File: src/rtl/mips_muldiv_unit.sv
// Iterative MULT/MULTU/DIV/DIVU engine owning HI/LO; MTHI/MTLO write in one edge.
// Latency WIDTH+2 cycles from accept to done; no backpressure, starts while busy are dropped.
module mips_muldiv_unit #(
    parameter int WIDTH = 32
) (
    input  logic             clk,
    input  logic             reset,
    input  logic             start,
    input  logic [2:0]       op,
    input  logic [WIDTH-1:0] a,
    input  logic [WIDTH-1:0] b,
    input  logic             flush,
    output logic             busy,
    output logic             done,
    output logic             div_by_zero,
    output logic [WIDTH-1:0] hi,
    output logic [WIDTH-1:0] lo
);
    localparam int CNT_W = $clog2(WIDTH) + 1;

    typedef enum logic [1:0] {
        S_IDLE = 2'd0,
        S_PREP = 2'd1,
        S_RUN  = 2'd2,
        S_FIX  = 2'd3
    } state_t;

    state_t               state_q, state_d;
    logic [WIDTH-1:0]     a_q, a_d;
    logic [WIDTH-1:0]     b_q, b_d;
    logic                 is_div_q, is_div_d;
    logic                 sgn_q, sgn_d;
    logic [WIDTH-1:0]     m_q, m_d;
    logic [2*WIDTH-1:0]   p_q, p_d;
    logic [CNT_W-1:0]     cnt_q, cnt_d;
    logic                 neg_res_q, neg_res_d;
    logic                 neg_rem_q, neg_rem_d;
    logic                 dbz_q, dbz_d;
    logic                 done_q, done_d;
    logic [WIDTH-1:0]     hi_q, hi_d;
    logic [WIDTH-1:0]     lo_q, lo_d;

    logic                 a_neg, b_neg;
    logic [WIDTH-1:0]     a_mag, b_mag;
    logic [WIDTH:0]       mul_sum;
    logic [WIDTH:0]       div_shift, div_diff;
    logic [2*WIDTH-1:0]   prod_fix;
    logic [WIDTH-1:0]     quo_fix, rem_fix;

    assign a_neg = sgn_q & a_q[WIDTH-1];
    assign b_neg = sgn_q & b_q[WIDTH-1];
    assign a_mag = a_neg ? (-a_q) : a_q;
    assign b_mag = b_neg ? (-b_q) : b_q;

    // Multiply: p holds {partial product, remaining multiplier bits}, shifted right each step.
    assign mul_sum = {1'b0, p_q[2*WIDTH-1:WIDTH]} + (p_q[0] ? {1'b0, m_q} : '0);

    // Divide: p holds {remainder, dividend/quotient}; trial-subtract the shifted remainder.
    assign div_shift = p_q[2*WIDTH-1:WIDTH-1];
    assign div_diff  = div_shift - {1'b0, m_q};

    assign prod_fix = neg_res_q ? (-p_q) : p_q;
    assign quo_fix  = neg_res_q ? (-p_q[WIDTH-1:0]) : p_q[WIDTH-1:0];
    assign rem_fix  = neg_rem_q ? (-p_q[2*WIDTH-1:WIDTH]) : p_q[2*WIDTH-1:WIDTH];

    always_comb begin
        state_d   = state_q;
        a_d       = a_q;
        b_d       = b_q;
        is_div_d  = is_div_q;
        sgn_d     = sgn_q;
        m_d       = m_q;
        p_d       = p_q;
        cnt_d     = cnt_q;
        neg_res_d = neg_res_q;
        neg_rem_d = neg_rem_q;
        dbz_d     = dbz_q;
        done_d    = 1'b0;
        hi_d      = hi_q;
        lo_d      = lo_q;

        case (state_q)
            S_IDLE: begin
                if (start && !flush) begin
                    if (!op[2]) begin
                        a_d      = a;
                        b_d      = b;
                        is_div_d = op[1];
                        sgn_d    = ~op[0];
                        dbz_d    = 1'b0;
                        state_d  = S_PREP;
                    end else if (!op[1]) begin
                        if (op[0]) begin
                            lo_d = a;
                        end else begin
                            hi_d = a;
                        end
                    end
                end
            end
            S_PREP: begin
                if (flush) begin
                    state_d = S_IDLE;
                end else begin
                    neg_res_d = a_neg ^ b_neg;
                    neg_rem_d = a_neg;
                    cnt_d     = CNT_W'(WIDTH);
                    dbz_d     = is_div_q && (b_q == '0);
                    if (is_div_q) begin
                        m_d = b_mag;
                        p_d = {{WIDTH{1'b0}}, a_mag};
                    end else begin
                        m_d = a_mag;
                        p_d = {{WIDTH{1'b0}}, b_mag};
                    end
                    state_d = S_RUN;
                end
            end
            S_RUN: begin
                if (flush) begin
                    state_d = S_IDLE;
                end else begin
                    cnt_d = cnt_q - CNT_W'(1);
                    if (is_div_q) begin
                        if (!div_diff[WIDTH]) begin
                            p_d = {div_diff[WIDTH-1:0], p_q[WIDTH-2:0], 1'b1};
                        end else begin
                            p_d = {p_q[2*WIDTH-2:0], 1'b0};
                        end
                    end else begin
                        p_d = {mul_sum, p_q[WIDTH-1:1]};
                    end
                    if (cnt_q == CNT_W'(1)) begin
                        state_d = S_FIX;
                    end
                end
            end
            S_FIX: begin
                state_d = S_IDLE;
                if (!flush) begin
                    done_d = 1'b1;
                    if (!is_div_q) begin
                        hi_d = prod_fix[2*WIDTH-1:WIDTH];
                        lo_d = prod_fix[WIDTH-1:0];
                    end else if (dbz_q) begin
                        // Divide-by-zero result is architecturally fixed, not what the array produced.
                        hi_d = a_q;
                        lo_d = '1;
                    end else begin
                        hi_d = rem_fix;
                        lo_d = quo_fix;
                    end
                end
            end
            default: state_d = S_IDLE;
        endcase
    end

    always_ff @(posedge clk or negedge reset) begin
        if (!reset) begin
            state_q   <= S_IDLE;
            a_q       <= '0;
            b_q       <= '0;
            is_div_q  <= 1'b0;
            sgn_q     <= 1'b0;
            m_q       <= '0;
            p_q       <= '0;
            cnt_q     <= '0;
            neg_res_q <= 1'b0;
            neg_rem_q <= 1'b0;
            dbz_q     <= 1'b0;
            done_q    <= 1'b0;
            hi_q      <= '0;
            lo_q      <= '0;
        end else begin
            state_q   <= state_d;
            a_q       <= a_d;
            b_q       <= b_d;
            is_div_q  <= is_div_d;
            sgn_q     <= sgn_d;
            m_q       <= m_d;
            p_q       <= p_d;
            cnt_q     <= cnt_d;
            neg_res_q <= neg_res_d;
            neg_rem_q <= neg_rem_d;
            dbz_q     <= dbz_d;
            done_q    <= done_d;
            hi_q      <= hi_d;
            lo_q      <= lo_d;
        end
    end

    assign busy        = (state_q != S_IDLE);
    assign done        = done_q;
    assign div_by_zero = dbz_q;
    assign hi          = hi_q;
    assign lo          = lo_q;

endmodule

File: config.mk
export PLATFORM = sky130hd
export DESIGN_NAME = mips_muldiv_unit
export DESIGN_NICKNAME = d
export VERILOG_FILES = /design/src/rtl/mips_muldiv_unit.sv
export SDC_FILE = /design/constraint.sdc
export NUM_CORES = 1
export LEC_CHECK = 0
export BUFFER_PORTS_ARGS = -buffer_cell sky130_fd_sc_hd__buf_4
export CORE_ASPECT_RATIO = 0.8
export CORE_MARGIN = 1
export CORE_UTILIZATION = 50
export DETAILED_ROUTE_END_ITERATION = 10
export GPL_ROUTABILITY_DRIVEN = 0
export PLACE_DENSITY_LB_ADDON = 0.25
export SLEW_MARGIN = 5
export SYNTH_ARGS = -nofsm -noshare
export SYNTH_HDL_FRONTEND = slang
export SYNTH_SLANG_ARGS = --single-unit
export TNS_END_PERCENT = 1
File: constraint.sdc
create_clock -name clk -period 3.6 [get_ports clk]
set_clock_uncertainty 0.1 [all_clocks]
set_input_delay 0 -clock clk [delete_from_list [all_inputs] [get_ports clk]]
set_output_delay 0 -clock clk [all_outputs]
set_load 0.01 [all_outputs]
# Word-level counts from Yosys, hierarchy flattened
# Cells that the tools add are included.
# Widths: inputs -> output; s select.
[word_totals]
inputBits = 71
output_inout_bits = 67
reg_bits = 238
elab_cells = 102
[op_classes]
reduce_logical = 16
n_addsub = 8
eq_ne = 14
n_bitwise = 6
mux = 44
[ops]
columns = ["op", "count"]
rows = [
  ["$mux 32", 21],
  ["$mux 64", 5],
  ["$neg 32->32", 4],
  ["$pmux 32 s2", 2],
  ["$pmux 64 s2", 1],
  ["$neg 64->64", 1],
  ["$add 32x32->33", 1],
  ["$sub 33x32->33", 1],
  ["$logic_not 32->1", 1],
  ["$ne 2x2->1 const B", 9],
  ["$mux 6", 2],
  ["$pmux 6 s2", 1],
  ["$reduce_and 6->1", 2],
  ["$mux 2", 5],
  ["$reduce_and 3->1", 3],
  ["$pmux 2 s4", 1],
  ["$reduce_bool 2->1", 4],
  ["$eq 6x1->1 const B", 1],
  ["$sub 6x1->6 const B", 1],
  ["$mux 1", 5],
  ["$eq 2x2->1 const B", 2],
  ["$reduce_and 4->1", 1],
  ["$ne 3x3->1 const B", 1],
  ["$not 1->1", 3],
  ["other kinds (8)", 10],
]

# Longest topological paths before layout
# Gate-level depths: netlist of run 1.
[logic_depth]
word_depth = 6
depth_mapped = 14
ltp_nobuf = 13

# Least setup slack after synthesis of run 1
# Ideal clock, no wire load.
[synth_path]
kind = "register to register"
from = "reg p_q[31]"
to = "reg p_q[53]"
slack_ns = 0.234
required_ns = 3.414
path_buffers = 1
path_stages_with_launch = 14
arrival_ns = 3.180
setup_ns = 0.086
synth_period_minus_slack_ns = 3.366
cell_sequence = "dfrtp_1 > inv_1 > ha_1 > fa_1 > nor2b_1 > o211ai_1 > a211oi_1 > o211a_1 > o21a_1 > nor4_1 > nor2_1 > clkbuf_1 > o21ai_0 > a32oi_1"
[synth_via]
elab_chain_len = 5
[synth_lines]
columns = ["item", "line", "source"]
rows = [
  ["from (decl)", "34", "logic [2*WIDTH-1:0] p_q, p_d;"],
  ["from (signal assigned)", "182", "p_q <= p_d;"],
  ["$sub 33x32->33", "60", "assign div_diff = div_shift - {1'b0, m_q};"],
  ["$mux 64", "125", "if (!div_diff[WIDTH]) begin"],
  ["$mux 64", "124", "if (is_div_q) begin"],
  ["$mux 64", "120", "if (flush) begin"],
  ["$pmux 64 s2", "82", "case (state_q)"],
]
# Every way passes these cells. The select of a mux whose other input is x is not followed.
# A chain may end at the register's enable or synchronous reset.

# Worst setup path in the final report of run 1
[layout_path]
from = "reg p_q[11]"
to = "reg hi_q[28] (netlist: hi[28])"
[layout_via]
elab_chain_len = 5
[layout_lines]
columns = ["item", "line", "source"]
rows = [
  ["$neg 64->64", "62", "assign prod_fix = neg_res_q ? (-p_q) : p_q;"],
  ["$mux 64", "62", ""],
  ["$mux 32", "142", "if (!is_div_q) begin"],
  ["$mux 32", "140", "if (!flush) begin"],
  ["$pmux 32 s2", "82", ""],
  ["to (signal assigned)", "188", "hi_q <= hi_d;"],
  ["to (decl)", "40", "logic [WIDTH-1:0] hi_q, hi_d;"],
]
# Every way passes these cells. The select of a mux whose other input is x is not followed.

==> reports/results.ini, run 1 <==
[status]
outcome = finished, violations left
violations = hold timing

[power]
p_leak_nw = 9.66
cellPowerDensity_mw_per_mm2 = 897
ir_worst_vdd_uv = 487

[yosys]
synth_top_family_by_area = compound AO/OA/AOI/OAI gates
netlist.area_leader.share = 0.325
yosys_warnings = 0
synth-edff-count = 0
synthSimpleGateAreaFrac = 0.176
synth_compound_area_frac = 0.238
synth_cells = 2243
synth_cell_type_count = 82
synthMuxAreaShare = 0.0684
synth_area_mm2 = 0.0183
synth.top_cells.by_count = 238 x dfrtp_1, 237 x o21ai_0, 211 x nand2_1, 195 x nor2_1, 177 x a21oi_1
synthAdderAreaFrac = 0.0500
yosys_most_used_dff = dfrtp_1
syn_nets = 2386
synthTopCellsByArea = dfrtp_1 33%, o21ai_0 6.5%, xnor2_1 6.0%
ys_ff_latch = 238
yosysSeqAreaShare = 0.325
ys_async_sr_fraction = 1.00
synth_xor_area_frac = 0.0927
avgSynthCellArea_um2 = 8.17
synth_most_common_cell = dfrtp_1
yosysTopAreaCell = dfrtp_1

[clock_network]
clock-root-buffer = clkbuf_16
clkLatencyLatePin_ps = 560
cts_buffers = 26
cts_tree = done
cts_buffer_depth = 3
clock_sinks = 238
clkTransAtPathRegs_ps = 70
ctsHtreeMaxLevel = 1

[setup_path]
critPathRequiredTime_ps = 3940
start_kind = flip-flop
crit_type = reg2reg
cp.arrival_ps = 3880
end_kind = flip-flop
path_max_fanout = 5

[final_layout]
layout-drive-gt1-share = 0.167
final_cell_area_mm2 = 0.0220
final_cells = 2937
area_growth_pct = 20.0
layout.nets = 2583

[floorplan]
start_util = 0.509
die_x_um = 216
dieHeight_um = 173
fp.dieArea_mm2 = 0.0374
pin_count = 138
coreArea_mm2 = 0.0360
num_rows = 62

[timing]
rsz0062_at_grt = yes
worst_pin_slew_ps = 981
relSlewSlack = 0.346
finalCritPeriodShare = 0.983
finalSetupViolCount = 0
fin_crit_ps = 3540
slew_violations = 0
timing.fmax_mhz = 283
fin_ws_ps = 60.5
hold_ws_ps = -16.6
hold_viol_final = 7

[routing]
route.detailed.wl_per_inst_um = 23.4
met3_length_um = 10200
vias = 19000
drtAntennaViolNets = 0
drt_iter0_markers = 2599
routed.top_layer = met5
wl_um = 68700
drc_errors = 0
wl_met2_um = 27500
drtPass1Iterations = 7
route.layer.met1.wl_um = 28200
viasPerCell = 6.48

[global_routing]
grt_max_degree = 111
grt-ovfl-total = 0
grt_pass1_vias = 17900
grt_use_total = 0.360
antenna_found_initial = 4
grt_first_pass_wirelength_um = 105000

[place]
place_inst = 2822
place_ws_ps = -12.9
numPortBuffers = 137
hpwl_um = 51300
place_area_mm2 = 0.0204

[job]
maxCapViolCount = 0

[worst_hold_path]
min_path_type = in2async

-- report_power, final --
| group | switching, mW | internal, mW | leakage (nW) | total [mW] |
|---|---|---|---|---|
| Sequential | 1.14 | 3.58 | 2.92 | 4.71 |
| Clock | 1.19 | 1.43 | 0.385 | 2.61 |
| Combinational | 7.36 | 5.03 | 6.36 | 12.4 |
-- layout by cell type, fill, tap and decap left out, drive strengths merged, types with 20 or more instances in the layout --
cell type    instances
dfrtp              238
and3                20
mux2                59
buf                263
ha                  70
o31ai               31
o21ai              242
nand3               44
a211oi              22
inv                 71
nor3                52
mux2i               52
nand2              211
o22ai               35
dlygate4sd3         70
xor2                68
a21o                30
a21oi              177
nor2               195
or3                 27
a31oi               22
clkbuf              35
xnor2              126
-- timing repair --
action,4_1_cts,5_1_grt
pin swaps,0,0
buffers inserted,0,0
endpoints found under the hold margin,280,0
resized for setup,1,19
setup endpoints to repair,1,29
hold buffers,70,0
-- logic make-up after synthesis --
| group | Yosys count |
|---|---|
| xor+xnor | 194 |
| fa+ha+maj | 72 |
| compound gates | 710 |
| mux | 114 |
| flops | 238 |
| buf+inv | 237 |
| simple gates | 678 |
-- stage by stage --
step | total power, mW | setup TNS, ps | utilization
2_1_floorplan | 12.3 | 0 | -
3_3_place_gp | 16.2 | 0 | 0.567
3_5_place_dp | 16.4 | -12.9 | 0.567
4_1_cts | 19.1 | 0 | 0.608
5_1_grt | 20.8 | -74.4 | 0.611
6_report | 19.7 | 0 | 0.611
-- cell type report --
type | instances | area [µm²]
Timing Repair Buffer | 333 | 2760
Antenna cell | 1 | 2.50
Tap cell | 480 | 601
Sequential cell | 238 | 5960
Multi-Input combinational cell | 1768 | 11600
Clock inverter | 9 | 60.1
Fill cell | 3131 | 14000
Clock buffer | 35 | 736
Inverter | 73 | 278
-- per-layer routing --
layer / track usage / vias up
li1: - / 8517
met1: 0.513 / 9037
met2: 0.494 / 1277
met3: 0.131 / 188
met4: 0.136 / 8
met5: 0 / -
-- registers in the layout (all words and copies together), names as in the netlist --
name and flops:
a_q 32, b_q 32, cnt_q 6, div_by_zero 1, done 1, hi 32, is_div_q 1, lo 32
m_q 32, neg_rem_q 1, neg_res_q 1, p_q 64, sgn_q 1, state_q 2
-- path summary, 6_finish.rpt --
kind | start | end | slack (ps) | cells past startpoint
hold reg to reg | cnt_q[4] | cnt_q[4] | 380 | 1
min in group clk | op[2] | sgn_q | 60 | 6
hold / removal | reset | p_q[58] | -20 | 2
setup reg to reg | p_q[11] | hi[28] | 60 | 8
max in group asynchronous | reset | lo[1] | 2450 | 3
setup / recovery | p_q[11] | hi[28] | 60 | 8
-- worst max-delay path, stage by stage, from the launching register on --
cell       delay [ps]
dfrtp_1           380
or4_4             560
or4_4             470
or4_1             640
or3_4             430
o311a_1           390
a211o_1           270
o2111ai_1         100
nand3_1            90
Note: power is estimated with default switching activity, not from simulation.
==> run 2: changes to the inputs <==
- PLACE_DENSITY: default -> 0.71
- PLACE_DENSITY_LB_ADDON: 0.25 -> default
- SLEW_MARGIN: 5 -> default
==> reports/results.ini, run 2 (synthesis gave the netlist of run 1 again) <==
[global_routing]
grt_pass1_vias = 18200
grt-ovfl-total = 0
grt_first_pass_wirelength_um = 108000
grt_max_degree = 85
antenna_found_initial = 2
grt_use_total = 0.372

[routing]
drc_errors = 0
drt_iter0_markers = 2792
viasPerCell = 6.49
route.detailed.wl_per_inst_um = 23.8
vias = 19200
drtPass1Iterations = 6
wl_um = 70400
drtAntennaViolNets = 0

[final_layout]
area_growth_pct = 21.6
largest_reg_flops = 64
multiInputGateArea_mm2 = 0.0116
regMostFlops = p_q
diodes = 0
register_area_mm2 = 0.00596
layout_common_cells = 274 x buf_4, 237 x dfrtp_1, 228 x o21ai_0
fillers = 3077
layout.nets = 2604
utilization = 0.619
mostFrequentLayoutCell = buf_4
layout-drive-gt1-share = 0.176

[clock_network]
clock-root-buffer = clkbuf_16
clkLatencyLatePin_ps = 580
ctsHtreeMaxLevel = 1
cts_tree = done
clkTransAtPathRegs_ps = 60
cts_buffer_depth = 3
clock_sinks = 238
cts_buffers = 27

[timing]
worst_pin_slew_ps = 1030
rsz0062_at_grt = yes
relSlewSlack = 0.313
timing.fmax_mhz = 285
hold_ws_ps = -14.1
hold_viol_final = 1
finalCritPeriodShare = 0.976
slew_violations = 0
fin_crit_ps = 3510
finalSetupViolCount = 0
setup-tns-final_ps = 0

[setup_path]
end_kind = flip-flop
critPathRequiredTime_ps = 3950
critical_path.max_stage_delay_ps = 420
path_common_cell = buf_4
cp.arrival_ps = 3870
slowest_stage = fa_1
path_max_fanout = 5
crit_path_cell_trace = ha_1 -> fa_1 -> nor2b_2 -> o211ai_1 -> a211oi_2 -> buf_4 -> o211a_1 -> o21a_1 -> nor4_2 -> nor2_2 -> buf_4 -> buf_4 -> mux2i_1 -> o211ai_1
start_kind = flip-flop
crit_type = reg2reg

[status]
outcome = finished, violations left
violations = hold timing

[floorplan]
start_util = 0.509
coreArea_mm2 = 0.0360
fp.dieArea_mm2 = 0.0374
dieHeight_um = 173
die_x_um = 216
num_rows = 62
pin_count = 138

[worst_hold_path]
min_path_type = in2reg

[place]
hpwl_um = 52100
numPortBuffers = 137

[power]
p_switching_mw = 10.0
power_frac_comb = 0.630
p_seq_frac = 0.226
ir_worst_vdd_uv = 469
swShare = 0.488
cellPowerDensity_mw_per_mm2 = 921
cell_internal_pwr_mw = 10.5
clockPowerShare = 0.144
p_leak_nw = 9.83

[job]
maxCapViolCount = 0

## run 2: changes by cell type in the layout (fill, tap and decap cells not counted), moves of 2 or more
cell	change
buf_4	+19
o21ai_0	-6
clkbuf_8	+4
bufinv_16	+3
dfrtp_1	+2
or4_4	+2
o21ai_1	+6
dfrtp_2	-2
or4_1	-2
## run 2: power groups by stage
stage / registers (mW) / logic, mW / clock network (mW)
after floorplan: 4.39 / 7.91 / 0
after global placement: 4.55 / 11.9 / 0
after detailed placement: 4.60 / 12.2 / 0
after CTS: 4.56 / 12.3 / 2.97
after global routing: 4.72 / 13.8 / 3.07
final: 4.64 / 12.9 / 2.96
## run 2: what timing repair did
| item | in CTS | in global routing |
|---|---|---|
| gates resized for setup | 1 | 26 |
| hold buffers | 72 | 0 |
| setup buffers | 0 | 0 |
| endpoints found under the setup margin | 2 | 24 |
| pin swaps | 1 | 2 |
| hold endpoints to repair | 306 | 0 |
## run 2: layer usage
metal / part of all wire / track usage / up-vias
met1: 0.40 / 0.522 / 9109
met5: 0.00028 / 0 / -
met2: 0.40 / 0.514 / 1345
met3: 0.15 / 0.139 / 215
met4: 0.045 / 0.143 / 4
li1: - / - / 8548
## run 2: final timing paths
kind,endpoint,slack [ps],start,cells after the start
setup / recovery,p_q[57],90,m_q[0],14
min in group asynchronous,m_q[21],360,reset,3
setup reg to reg,p_q[57],90,m_q[0],14
max in group asynchronous,is_div_q,2150,reset,4
hold / removal,is_div_q,-10,op[2],5
hold reg to reg,cnt_q[4],380,cnt_q[4],1
## run 2: area by class of cell
type                       instances  share of cell area
clock inverter                    11             0.00651
timing repair buffer             353               0.132
inverter                          73              0.0125
multi-input combinational       1768               0.520
sequential                       238               0.267
tap                              480              0.0270
clock buffer                      39              0.0355
## run 2: through the flow
| stage | worst slack [ps] | instance area (µm²) | power [mW] | hold WS [ps] | std cells |
|---|---|---|---|---|---|
| after CTS | 41.9 | 22200 | 19.9 | 7.49 | 2962 |
| final | 87.5 | 22300 | 20.5 | -14.1 | 2962 |
| after floorplan | 234 | 18300 | 12.3 | -396 | 2243 |
| after detailed placement | 7.51 | 20500 | 16.8 | -24.7 | 2840 |
| after global placement | 43.9 | 20500 | 16.5 | -21.4 | 2840 |
| after global routing | -31.8 | 22300 | 21.5 | 81.4 | 2962 |
## run 2: worst max-delay path, delay by kind of cell, from the launching register on
kind	cells	cell delay, ps
mux	1	250
fa+ha+maj	2	660
buf+inv	3	560
simple gates	3	480
flops	1	400
compound gates	5	920
